File: config.mk
export PLATFORM = sky130hd
export DESIGN_NAME = uart_tx_frame_gen
export DESIGN_NICKNAME = d
export VERILOG_FILES = /design/src/rtl/uart_tx_pkg.sv /design/src/rtl/uart_baud_tick.sv /design/src/rtl/uart_tx_frame_gen.sv
export SDC_FILE = /design/constraint.sdc
export NUM_CORES = 1
export LEC_CHECK = 0
export ABC_AREA = 1
export ABC_CLOCK_PERIOD_IN_PS = 2130
export CORE_ASPECT_RATIO = 0.8
export CORE_UTILIZATION = 55
export DETAILED_ROUTE_END_ITERATION = 8
export GPL_TIMING_DRIVEN = 0
export PLACE_DENSITY = 0.9
export SLEW_MARGIN = 20
export SYNTH_ARGS = -nofsm -noshare
export SYNTH_HDL_FRONTEND = slang
export SYNTH_SLANG_ARGS = --single-unit
File: constraint.sdc
create_clock -name clk -period 2.13 [get_ports clk]
set_input_delay 0.5325 -clock clk [delete_from_list [all_inputs] [get_ports clk]]
set_output_delay 0.5325 -clock clk [all_outputs]
set_load 0.02 [all_outputs]
File: src/rtl/uart_tx_pkg.sv
// Shared types and helpers for the parametrised UART transmit engine.
package uart_tx_pkg;

    localparam int DATA_W_MIN = 5;
    localparam int DATA_W_MAX = 9;

    typedef enum logic [2:0] {
        IDLE   = 3'd0,
        START  = 3'd1,
        DATA   = 3'd2,
        PARITY = 3'd3,
        STOP   = 3'd4,
        BREAK  = 3'd5
    } state_t;

    // Narrower words are zero-extended by the caller; zeros do not change the XOR.
    function automatic logic parity_calc(input logic [DATA_W_MAX-1:0] data, input logic odd);
        return (^data) ^ odd;
    endfunction

endpackage

File: src/rtl/uart_baud_tick.sv
// Bit-time divider: counts CLKS_PER_BIT clocks and flags the last one of each bit.
module uart_baud_tick #(
    parameter int CLKS_PER_BIT = 16,
    parameter int CNT_W        = $clog2(CLKS_PER_BIT)
) (
    input  logic clk,
    input  logic rst,
    input  logic restart,
    output logic bit_done
);

    localparam logic [CNT_W-1:0] CNT_LAST = CNT_W'(CLKS_PER_BIT - 1);

    logic [CNT_W-1:0] cnt_q, cnt_d;

    assign bit_done = (cnt_q == CNT_LAST);

    always_comb begin
        cnt_d = cnt_q + 1'b1;
        if (restart || bit_done) cnt_d = '0;
    end

    always_ff @(posedge clk or negedge rst) begin
        if (!rst) cnt_q <= '0;
        else      cnt_q <= cnt_d;
    end

endmodule

File: src/rtl/uart_tx_frame_gen.sv
// UART transmit engine: holding register, frame FSM and registered serial line.
// Define UART_TX_BREAK_EN to build the line-break state driven by brk.
module uart_tx_frame_gen
    import uart_tx_pkg::*;
#(
    parameter int DATA_W       = 8,
    parameter int CLKS_PER_BIT = 16,
    parameter int CNT_W        = $clog2(CLKS_PER_BIT)
) (
    input  logic              clk,
    input  logic              rst,
    input  logic              tx_valid,
    output logic              tx_ready,
    input  logic [DATA_W-1:0] tx_data,
    input  logic              parity_en,
    input  logic              parity_odd,
    input  logic              two_stop,
    input  logic              brk,
    output logic              tx_out,
    output logic              tx_busy
);

    localparam int BIT_W = $clog2(DATA_W);
    localparam logic [BIT_W-1:0] LAST_BIT = BIT_W'(DATA_W - 1);

    state_t            state_q, state_d;
    logic              hold_full_q, hold_full_d;
    logic [DATA_W-1:0] hold_data_q, hold_data_d;
    logic              hold_par_en_q, hold_par_en_d;
    logic              hold_par_odd_q, hold_par_odd_d;
    logic              hold_two_stop_q, hold_two_stop_d;
    logic [DATA_W-1:0] shift_q, shift_d;
    logic [BIT_W-1:0]  bit_cnt_q, bit_cnt_d;
    logic              stop_cnt_q, stop_cnt_d;
    logic              par_en_q, par_en_d;
    logic              par_bit_q, par_bit_d;
    logic              two_stop_q, two_stop_d;
    logic              brk_mark_q, brk_mark_d;
    logic              tx_out_q, tx_out_d;
    logic              accept, load, bit_done, baud_restart;

`ifdef UART_TX_BREAK_EN
    // Refuse words while a break is requested or running so BREAK always starts with holding empty.
    assign tx_ready     = !hold_full_q && (state_q != BREAK) && !((state_q == IDLE) && brk);
    assign baud_restart = (state_q == IDLE) || ((state_q == BREAK) && !brk_mark_q);
`else
    logic brk_unused;
    assign brk_unused   = brk;
    assign tx_ready     = !hold_full_q;
    assign baud_restart = (state_q == IDLE);
`endif

    assign accept  = tx_valid && tx_ready;
    assign tx_out  = tx_out_q;
    assign tx_busy = (state_q != IDLE) || hold_full_q;

    uart_baud_tick #(
        .CLKS_PER_BIT(CLKS_PER_BIT),
        .CNT_W       (CNT_W)
    ) u_baud (
        .clk     (clk),
        .rst     (rst),
        .restart (baud_restart),
        .bit_done(bit_done)
    );

    always_comb begin
        state_d         = state_q;
        hold_full_d     = hold_full_q;
        hold_data_d     = hold_data_q;
        hold_par_en_d   = hold_par_en_q;
        hold_par_odd_d  = hold_par_odd_q;
        hold_two_stop_d = hold_two_stop_q;
        shift_d         = shift_q;
        bit_cnt_d       = bit_cnt_q;
        stop_cnt_d      = stop_cnt_q;
        par_en_d        = par_en_q;
        par_bit_d       = par_bit_q;
        two_stop_d      = two_stop_q;
        brk_mark_d      = brk_mark_q;
        load            = 1'b0;

        if (accept) begin
            hold_full_d     = 1'b1;
            hold_data_d     = tx_data;
            hold_par_en_d   = parity_en;
            hold_par_odd_d  = parity_odd;
            hold_two_stop_d = two_stop;
        end

        case (state_q)
            IDLE: begin
`ifdef UART_TX_BREAK_EN
                if (brk && !hold_full_q) state_d = BREAK;
                else
`endif
                if (hold_full_q) begin
                    state_d = START;
                    load    = 1'b1;
                end
            end
            START: begin
                if (bit_done) begin
                    state_d   = DATA;
                    bit_cnt_d = '0;
                end
            end
            DATA: begin
                if (bit_done) begin
                    shift_d = shift_q >> 1;
                    if (bit_cnt_q == LAST_BIT) begin
                        state_d    = par_en_q ? PARITY : STOP;
                        stop_cnt_d = 1'b0;
                    end else begin
                        bit_cnt_d = bit_cnt_q + 1'b1;
                    end
                end
            end
            PARITY: begin
                if (bit_done) begin
                    state_d    = STOP;
                    stop_cnt_d = 1'b0;
                end
            end
            STOP: begin
                if (bit_done) begin
                    if (two_stop_q && !stop_cnt_q) begin
                        stop_cnt_d = 1'b1;
                    end else if (hold_full_q) begin
                        state_d = START;
                        load    = 1'b1;
                    end else begin
                        state_d = IDLE;
                    end
                end
            end
`ifdef UART_TX_BREAK_EN
            BREAK: begin
                // Line held low until brk drops, then one full bit of mark before leaving.
                if (!brk_mark_q) begin
                    if (!brk) brk_mark_d = 1'b1;
                end else if (bit_done) begin
                    brk_mark_d = 1'b0;
                    state_d    = IDLE;
                end
            end
`endif
            default: state_d = IDLE;
        endcase

        if (load) begin
            hold_full_d = 1'b0;
            shift_d     = hold_data_q;
            par_en_d    = hold_par_en_q;
            par_bit_d   = parity_calc(DATA_W_MAX'(hold_data_q), hold_par_odd_q);
            two_stop_d  = hold_two_stop_q;
        end
    end

    // Line value is decoded from next state so tx_out changes on the same edge as the FSM.
    always_comb begin
        tx_out_d = 1'b1;
        case (state_d)
            START:   tx_out_d = 1'b0;
            DATA:    tx_out_d = shift_d[0];
            PARITY:  tx_out_d = par_bit_d;
            BREAK:   tx_out_d = brk_mark_d;
            default: tx_out_d = 1'b1;
        endcase
    end

    always_ff @(posedge clk or negedge rst) begin
        if (!rst) begin
            state_q         <= IDLE;
            hold_full_q     <= 1'b0;
            hold_data_q     <= '0;
            hold_par_en_q   <= 1'b0;
            hold_par_odd_q  <= 1'b0;
            hold_two_stop_q <= 1'b0;
            shift_q         <= '0;
            bit_cnt_q       <= '0;
            stop_cnt_q      <= 1'b0;
            par_en_q        <= 1'b0;
            par_bit_q       <= 1'b0;
            two_stop_q      <= 1'b0;
            brk_mark_q      <= 1'b0;
            tx_out_q        <= 1'b1;
        end else begin
            state_q         <= state_d;
            hold_full_q     <= hold_full_d;
            hold_data_q     <= hold_data_d;
            hold_par_en_q   <= hold_par_en_d;
            hold_par_odd_q  <= hold_par_odd_d;
            hold_two_stop_q <= hold_two_stop_d;
            shift_q         <= shift_d;
            bit_cnt_q       <= bit_cnt_d;
            stop_cnt_q      <= stop_cnt_d;
            par_en_q        <= par_en_d;
            par_bit_q       <= par_bit_d;
            two_stop_q      <= two_stop_d;
            brk_mark_q      <= brk_mark_d;
            tx_out_q        <= tx_out_d;
        end
    end

endmodule

# Yosys cells after proc, flatten, opt, wreduce, memory -nomap -nowiden

Cells that the tools add are included.

$add $sub $neg: 2
Equality and inequality tests: 17
Mux-type cells: 32
Bitwise gates (word level): 1
Reductions and logical operators: 18

Operator list:

| kind                | count |
|---|---|
| $mux 3              | 11 |
| $mux 8              | 3 |
| $pmux 3 s5          | 1 |
| $eq 3x2->1 const B  | 4 |
| $mux 1              | 12 |
| $eq 3x3->1 const B  | 3 |
| $reduce_xor 9->1    | 1 |
| $ne 2x1->1 const B  | 4 |
| $reduce_bool 2->1   | 4 |
| $eq 3x1->1 const B  | 2 |
| $ne 2x2->1 const B  | 3 |
| $pmux 1 s3          | 2 |
| $pmux 3 s2          | 1 |
| $reduce_and 6->1    | 1 |
| $reduce_bool 3->1   | 2 |
| $add 4x1->4 const B | 1 |
| $eq 4x4->1 const B  | 1 |
| $mux 4              | 1 |
| $reduce_and 4->1    | 1 |
| $add 3x1->3 const B | 1 |
| $logic_not 3->1     | 1 |
| $logic_and 1x1->1   | 2 |
| $logic_not 1->1     | 2 |
| $logic_or 1x1->1    | 2 |
| 4 further kinds     | 4 |

Flip-flop bits (word level): 35
Input port bits: 15

# Logic depth before layout (Yosys ltp)

Depth in word-level cells: 8
Gate-level depth with buffers: 12

# Modules after synthesis

Synthesis repeated with hierarchy kept, for this count alone.

Cells, all modules: 205
Area total of the unflattened synthesis: 1711.6 um^2

By module, submodules not included:

| module            | instances | cells each | area each (um^2) |
|---|---|---|---|
| uart_tx_frame_gen | 1         | 186        | 1519.0 |
| uart_baud_tick    | 1         | 19         | 192.7 |

# Worst setup path before layout

OpenSTA, ideal clock, no wires.

Path type: reg-to-reg
From: register bit_cnt_q[0]
To: register bit_cnt_q[0]
Library setup time: 125 ps
Data arrival time: 1371 ps
Required time: 2005 ps
Slack: 634 ps
Stages on the path, launching flop included: 9
Buffers on the path: 0
Clock period less this slack: 1496 ps
Cells stage by stage: dfrtp_1 > ha_1 > ha_1 > nor3_2 > nor2_1 > nor2_1 > inv_1 > nand2_1 > o31ai_1

Cells in the longest elaborated chain, start to end: 4
Elaborated cells between the ends (all ways): 7
Classes of those cells: 1 x add/sub; 2 x eq/ne; 3 x mux; 1 x reduce/logical

Ends and longest elaborated chain:

| item                   | RTL line                 | text |
|---|---|---|
| start, declared        | uart_tx_frame_gen.sv:33  | `logic [BIT_W-1:0] bit_cnt_q, bit_cnt_d;` |
| start signal, assigned | uart_tx_frame_gen.sv:196 | `bit_cnt_q <= bit_cnt_d;` |
| $add 3x1->3            | uart_tx_frame_gen.sv:115 | `bit_cnt_d = bit_cnt_q + 1'b1;` |
| $mux 3                 | uart_tx_frame_gen.sv:111 | `if (bit_cnt_q == LAST_BIT) begin` |
| $mux 3                 | uart_tx_frame_gen.sv:109 | `if (bit_done) begin` |
| $pmux 3 s2             | uart_tx_frame_gen.sv:91  | `case (state_q)` |

Several ways; a longest one is shown, not always the timed one. The select of a mux whose other input is x is not followed.
A chain may end at the register's enable or synchronous reset.

# Worst setup path after layout

From: register state_q[0]
To: output tx_busy

Cells in the longest elaborated chain, start to end: 2

Ends and longest elaborated chain:

| item                   | RTL line                 | text |
|---|---|---|
| start, declared        | uart_tx_frame_gen.sv:26  | `state_t state_q, state_d;` |
| start signal, assigned | uart_tx_frame_gen.sv:189 | `state_q <= state_d;` |
| $reduce_bool 3->1      | uart_tx_frame_gen.sv:55  | `assign tx_busy = (state_q != IDLE) \|\| hold_full_q;` |
| $logic_or 1x1->1       | uart_tx_frame_gen.sv:55  |  |
| end, declared          | uart_tx_frame_gen.sv:20  | `output logic tx_busy` |

No other way between the ends.

==> impl_metrics.sql <==
INSERT INTO impl_metrics (metric_group, metric, value, unit) VALUES
('status', 'status', 'complete, no violations', ''),
('synth', 'synthTopCellsByCount', '51 x sky130_fd_sc_hd__nand2_1, 34 x sky130_fd_sc_hd__dfrtp_1, 28 x sky130_fd_sc_hd__inv_1, 21 x sky130_fd_sc_hd__nor2_1, 11 x sky130_fd_sc_hd__a21oi_1', ''),
('routing', 'dr_wl_met3', '185', 'um'),
('floorplanning', 'design.die.area', '3420', 'um^2'),
('place', 'io_buffer_count', '16', ''),
('layout', 'final_layout_size_suffix_gt1_share', '14.7', '%'),
('synth', 'number_of_flops_mapped_to_enable_cells_by_yosys', '0', ''),
('synth', 'yosys.area_share.xor_xnor', '1.50', '%'),
('routing', 'totalWireLength', '3110', 'um'),
('global_routing', 'initial_antenna_violation_count', '0', ''),
('floorplanning', 'rows', '17', ''),
('synth', 'yosys_register_bits', '35', ''),
('synth', 'post_synth_num_cell_types', '31', ''),
('synth', 'syn_avg_cell_area', '8.52', 'um^2'),
('global_routing', 'grt_first_pass_wirelength', '5420', 'um'),
('routing', 'via_count', '1369', ''),
('hold_path', 'worstHoldPathType', 'in2async', ''),
('power_and_ir_drop', 'seq_power_share', '50.5', '%'),
('synth', 'synth_seq_area_share', '50.0', '%'),
('power_and_ir_drop', 'internal_power', '1.09', 'mW'),
('power_and_ir_drop', 'power_density', '761', 'nW/um^2'),
('floorplanning', 'floorplan.die.height', '52.5', 'um'),
('routing', 'drc', '0', ''),
('floorplanning', 'fp.dieW', '65.1', 'um'),
('setup_path', 'worst_ep_arrival_time', '1450', 'ps'),
('power_and_ir_drop', 'vdd_drop_max', '0.680', 'mV'),
('synth', 'postSynth.topFlopCell', 'sky130_fd_sc_hd__dfrtp_1', ''),
('synth', 'muxShareOfSynthArea', '1.28', '%'),
('sta', 'max-slew-margin-rel', '72.8', '%'),
('sta', 'final_min_period_over_clock_period', '93.3', '%'),
('synth', 'fraction_of_the_mapped_netlist_area_in_compound_gates', '11.3', '%'),
('global_routing', 'track_usage', '22.4', '%'),
('layout', 'area_growth', '17.8', '%'),
('sta', 'fin_max_slew_vios', '0', ''),
('synth', 'post_synth_and_or_nand_nor_area_fraction', '25.7', '%'),
('synth', 'synthDominantAreaCellType', 'sky130_fd_sc_hd__dfrtp_1', ''),
('routing', 'topRoutingLayerUsed', 'met4', ''),
('clocking', 'clock-sinks', '35', ''),
('power_and_ir_drop', 'leakage', '1.05', 'nW'),
('synth', 'syn_inst', '206', ''),
('sta', 'layout_setup_ws', '144', 'ps'),
('routing', 'detail_route.vias_per_cell', '5.09', ''),
('routing', 'drt-wirelength-per-cell', '11.5', 'um'),
('run', 'max-cap-violations', '0', ''),
('routing', 'first_pass_drt_iterations', '4', ''),
('setup_path', 'timing.setup.critical_path_class', 'reg2out', ''),
('synth', 'yosys.area_share.adder', '2.14', '%'),
('clocking', 'cts_tree', 'done', ''),
('routing', 'met2RoutedLength', '1420', 'um'),
('global_routing', 'first_global_vias', '1220', ''),
('setup_path', 'setup_crit_end_kind', 'primary output', ''),
('synth', 'yosysMostFrequentCell', 'sky130_fd_sc_hd__nand2_1', ''),
('routing', 'wirelength_met1', '1460', 'um'),
('sta', 'hold_viol_final', '0', ''),
('sta', 'worst_clock_skew', '6.56', 'ps'),
('synth', 'yosys_warnings', '0', ''),
('setup_path', 'cp_data_required_time', '1600', 'ps'),
('power_and_ir_drop', 'post-layout-total-power', '1.57', 'mW'),
('floorplanning', 'io-pin-count', '18', ''),
('clocking', 'clkTransAtPathRegs', '70', 'ps'),
('sta', 'rsz0062_at_grt', 'no', ''),
('synth', 'synth.top_cells.by_area', 'sky130_fd_sc_hd__dfrtp_1 49%, sky130_fd_sc_hd__nand2_1 11%, sky130_fd_sc_hd__inv_1 6.0%, sky130_fd_sc_hd__nor2_1 4.5%, sky130_fd_sc_hd__a21oi_1 3.1%', ''),
('sta', 'timing.final.crit_period', '1990', 'ps'),
('setup_path', 'crit_fanout', '5', ''),
('clocking', 'tritoncts.num_buffers', '5', ''),
('clocking', 'clock_root_buffer_master', 'sky130_fd_sc_hd__clkbuf_8', ''),
('floorplanning', 'initial_core_util', '60.6', '%'),
('power_and_ir_drop', 'sw_frac_of_total', '30.5', '%'),
('layout', 'layout.nets', '248', ''),
('synth', 'yosys.area.top_type_share', '48.5', '%'),
('place', 'hpwlAfterDp', '2400', 'um');
## cells by family (layout without fill, tap and decap cells)
logic type | count (synthesis) | in the layout
AOI/OAI and AO/OA | 31 | 31
xor gates and xnor gates | 3 | 3
adders and majority gates | 3 | 3
buffers and inverters | 35 | 60
DFF | 35 | 35
muxes | 2 | 2
and+or+nand+nor | 97 | 97
## final cells by class
type / instances / area, um^2
clock inverters: 3 / 15.0
multi-input cells: 136 / 736
inverters: 32 / 120
repair buffers: 17 / 181
flip-flops and latches: 35 / 877
plain buffers: 3 / 21.3
well taps: 38 / 47.5
clock buffers: 5 / 68.8
fillers: 220 / 826
## cells in the final DEF, fill, tap and decap left out, types with 2 or more instances in the layout
| cell | n |
|---|---|
| sky130_fd_sc_hd__a21oi_1 | 11 |
| sky130_fd_sc_hd__buf_2 | 3 |
| sky130_fd_sc_hd__clkbuf_8 | 5 |
| sky130_fd_sc_hd__clkdlybuf4s50_1 | 14 |
| sky130_fd_sc_hd__clkinv_2 | 3 |
| sky130_fd_sc_hd__dfrtp_1 | 34 |
| sky130_fd_sc_hd__ha_1 | 3 |
| sky130_fd_sc_hd__inv_1 | 28 |
| sky130_fd_sc_hd__inv_2 | 4 |
| sky130_fd_sc_hd__mux2_2 | 2 |
| sky130_fd_sc_hd__nand2_1 | 51 |
| sky130_fd_sc_hd__nand2_2 | 3 |
| sky130_fd_sc_hd__nand2_4 | 2 |
| sky130_fd_sc_hd__nand3_1 | 9 |
| sky130_fd_sc_hd__nand3_2 | 2 |
| sky130_fd_sc_hd__nand4_1 | 2 |
| sky130_fd_sc_hd__nor2_1 | 21 |
| sky130_fd_sc_hd__nor2_2 | 2 |
| sky130_fd_sc_hd__o21ai_0 | 9 |
| sky130_fd_sc_hd__o221ai_1 | 6 |
| sky130_fd_sc_hd__xor2_1 | 2 |
## through the flow
step | cell area (um^2) | util (%) | hold WS (ps) | std cells | TNS, ps
floorplan | 1750 | - | 237 | 206 | 0
global placement | 1960 | 67.8 | 451 | 260 | -7490
detailed placement | 1980 | 68.6 | 468 | 261 | 0
CTS | 2070 | 71.5 | 165 | 269 | 0
global route | 2070 | 71.5 | 181 | 269 | 0
finish | 2070 | 71.5 | 155 | 269 | 0
## power by group through the flow
| stage | logic, mW | registers (mW) | clock network (mW) |
|---|---|---|---|
| final | 0.322 | 0.794 | 0.457 |
| after CTS | 0.320 | 0.794 | 0.468 |
| after global placement | 0.301 | 0.800 | 0 |
| after detailed placement | 0.318 | 0.805 | 0 |
| after global routing | 0.377 | 0.803 | 0.494 |
| after floorplan | 0.232 | 0.790 | 0 |
## path summary, 6_finish.rpt
check	from	to	slack, ps	cells past startpoint
worst min-delay path	rst	bit_cnt_q[1]	150	1
max in group asynchronous	rst	hold_par_odd_q	1550	2
worst max register to register	bit_cnt_q[0]	bit_cnt_q[0]	450	8
worst min register to register	u_baud.cnt_q[0]	u_baud.cnt_q[0]	470	1
worst max-delay path	state_q[0]	tx_busy	140	5
min in group clk	u_baud.cnt_q[0]	u_baud.cnt_q[0]	470	1
## flip-flops by register name (all words and copies together) (netlist names), 3 cells and up
signal	cells
state_q	3
shift_q	8
bit_cnt_q	3
u_baud.cnt_q	4
hold_data_q	8
## timing repair
item / CTS / global route
endpoints found under the setup margin: 1 / 0
gates resized for setup: 1 / 0
setup buffers: 0 / 0
## metal layers
layer  vias up  track usage, %
li1        710               -
met1       615            29.1
met2        39            34.0
met3         5            9.13
met4         0            7.61
met5         -               0
## critical path, stage by stage (launching register included)
cell and delay [ps]:
sky130_fd_sc_hd__dfrtp_1 440, sky130_fd_sc_hd__inv_2 130, sky130_fd_sc_hd__nand2_2 90, sky130_fd_sc_hd__nor2_1 130
sky130_fd_sc_hd__nand2_1 60, sky130_fd_sc_hd__dlygate4sd2_1 310
Power figures use the tool's default switching activity.
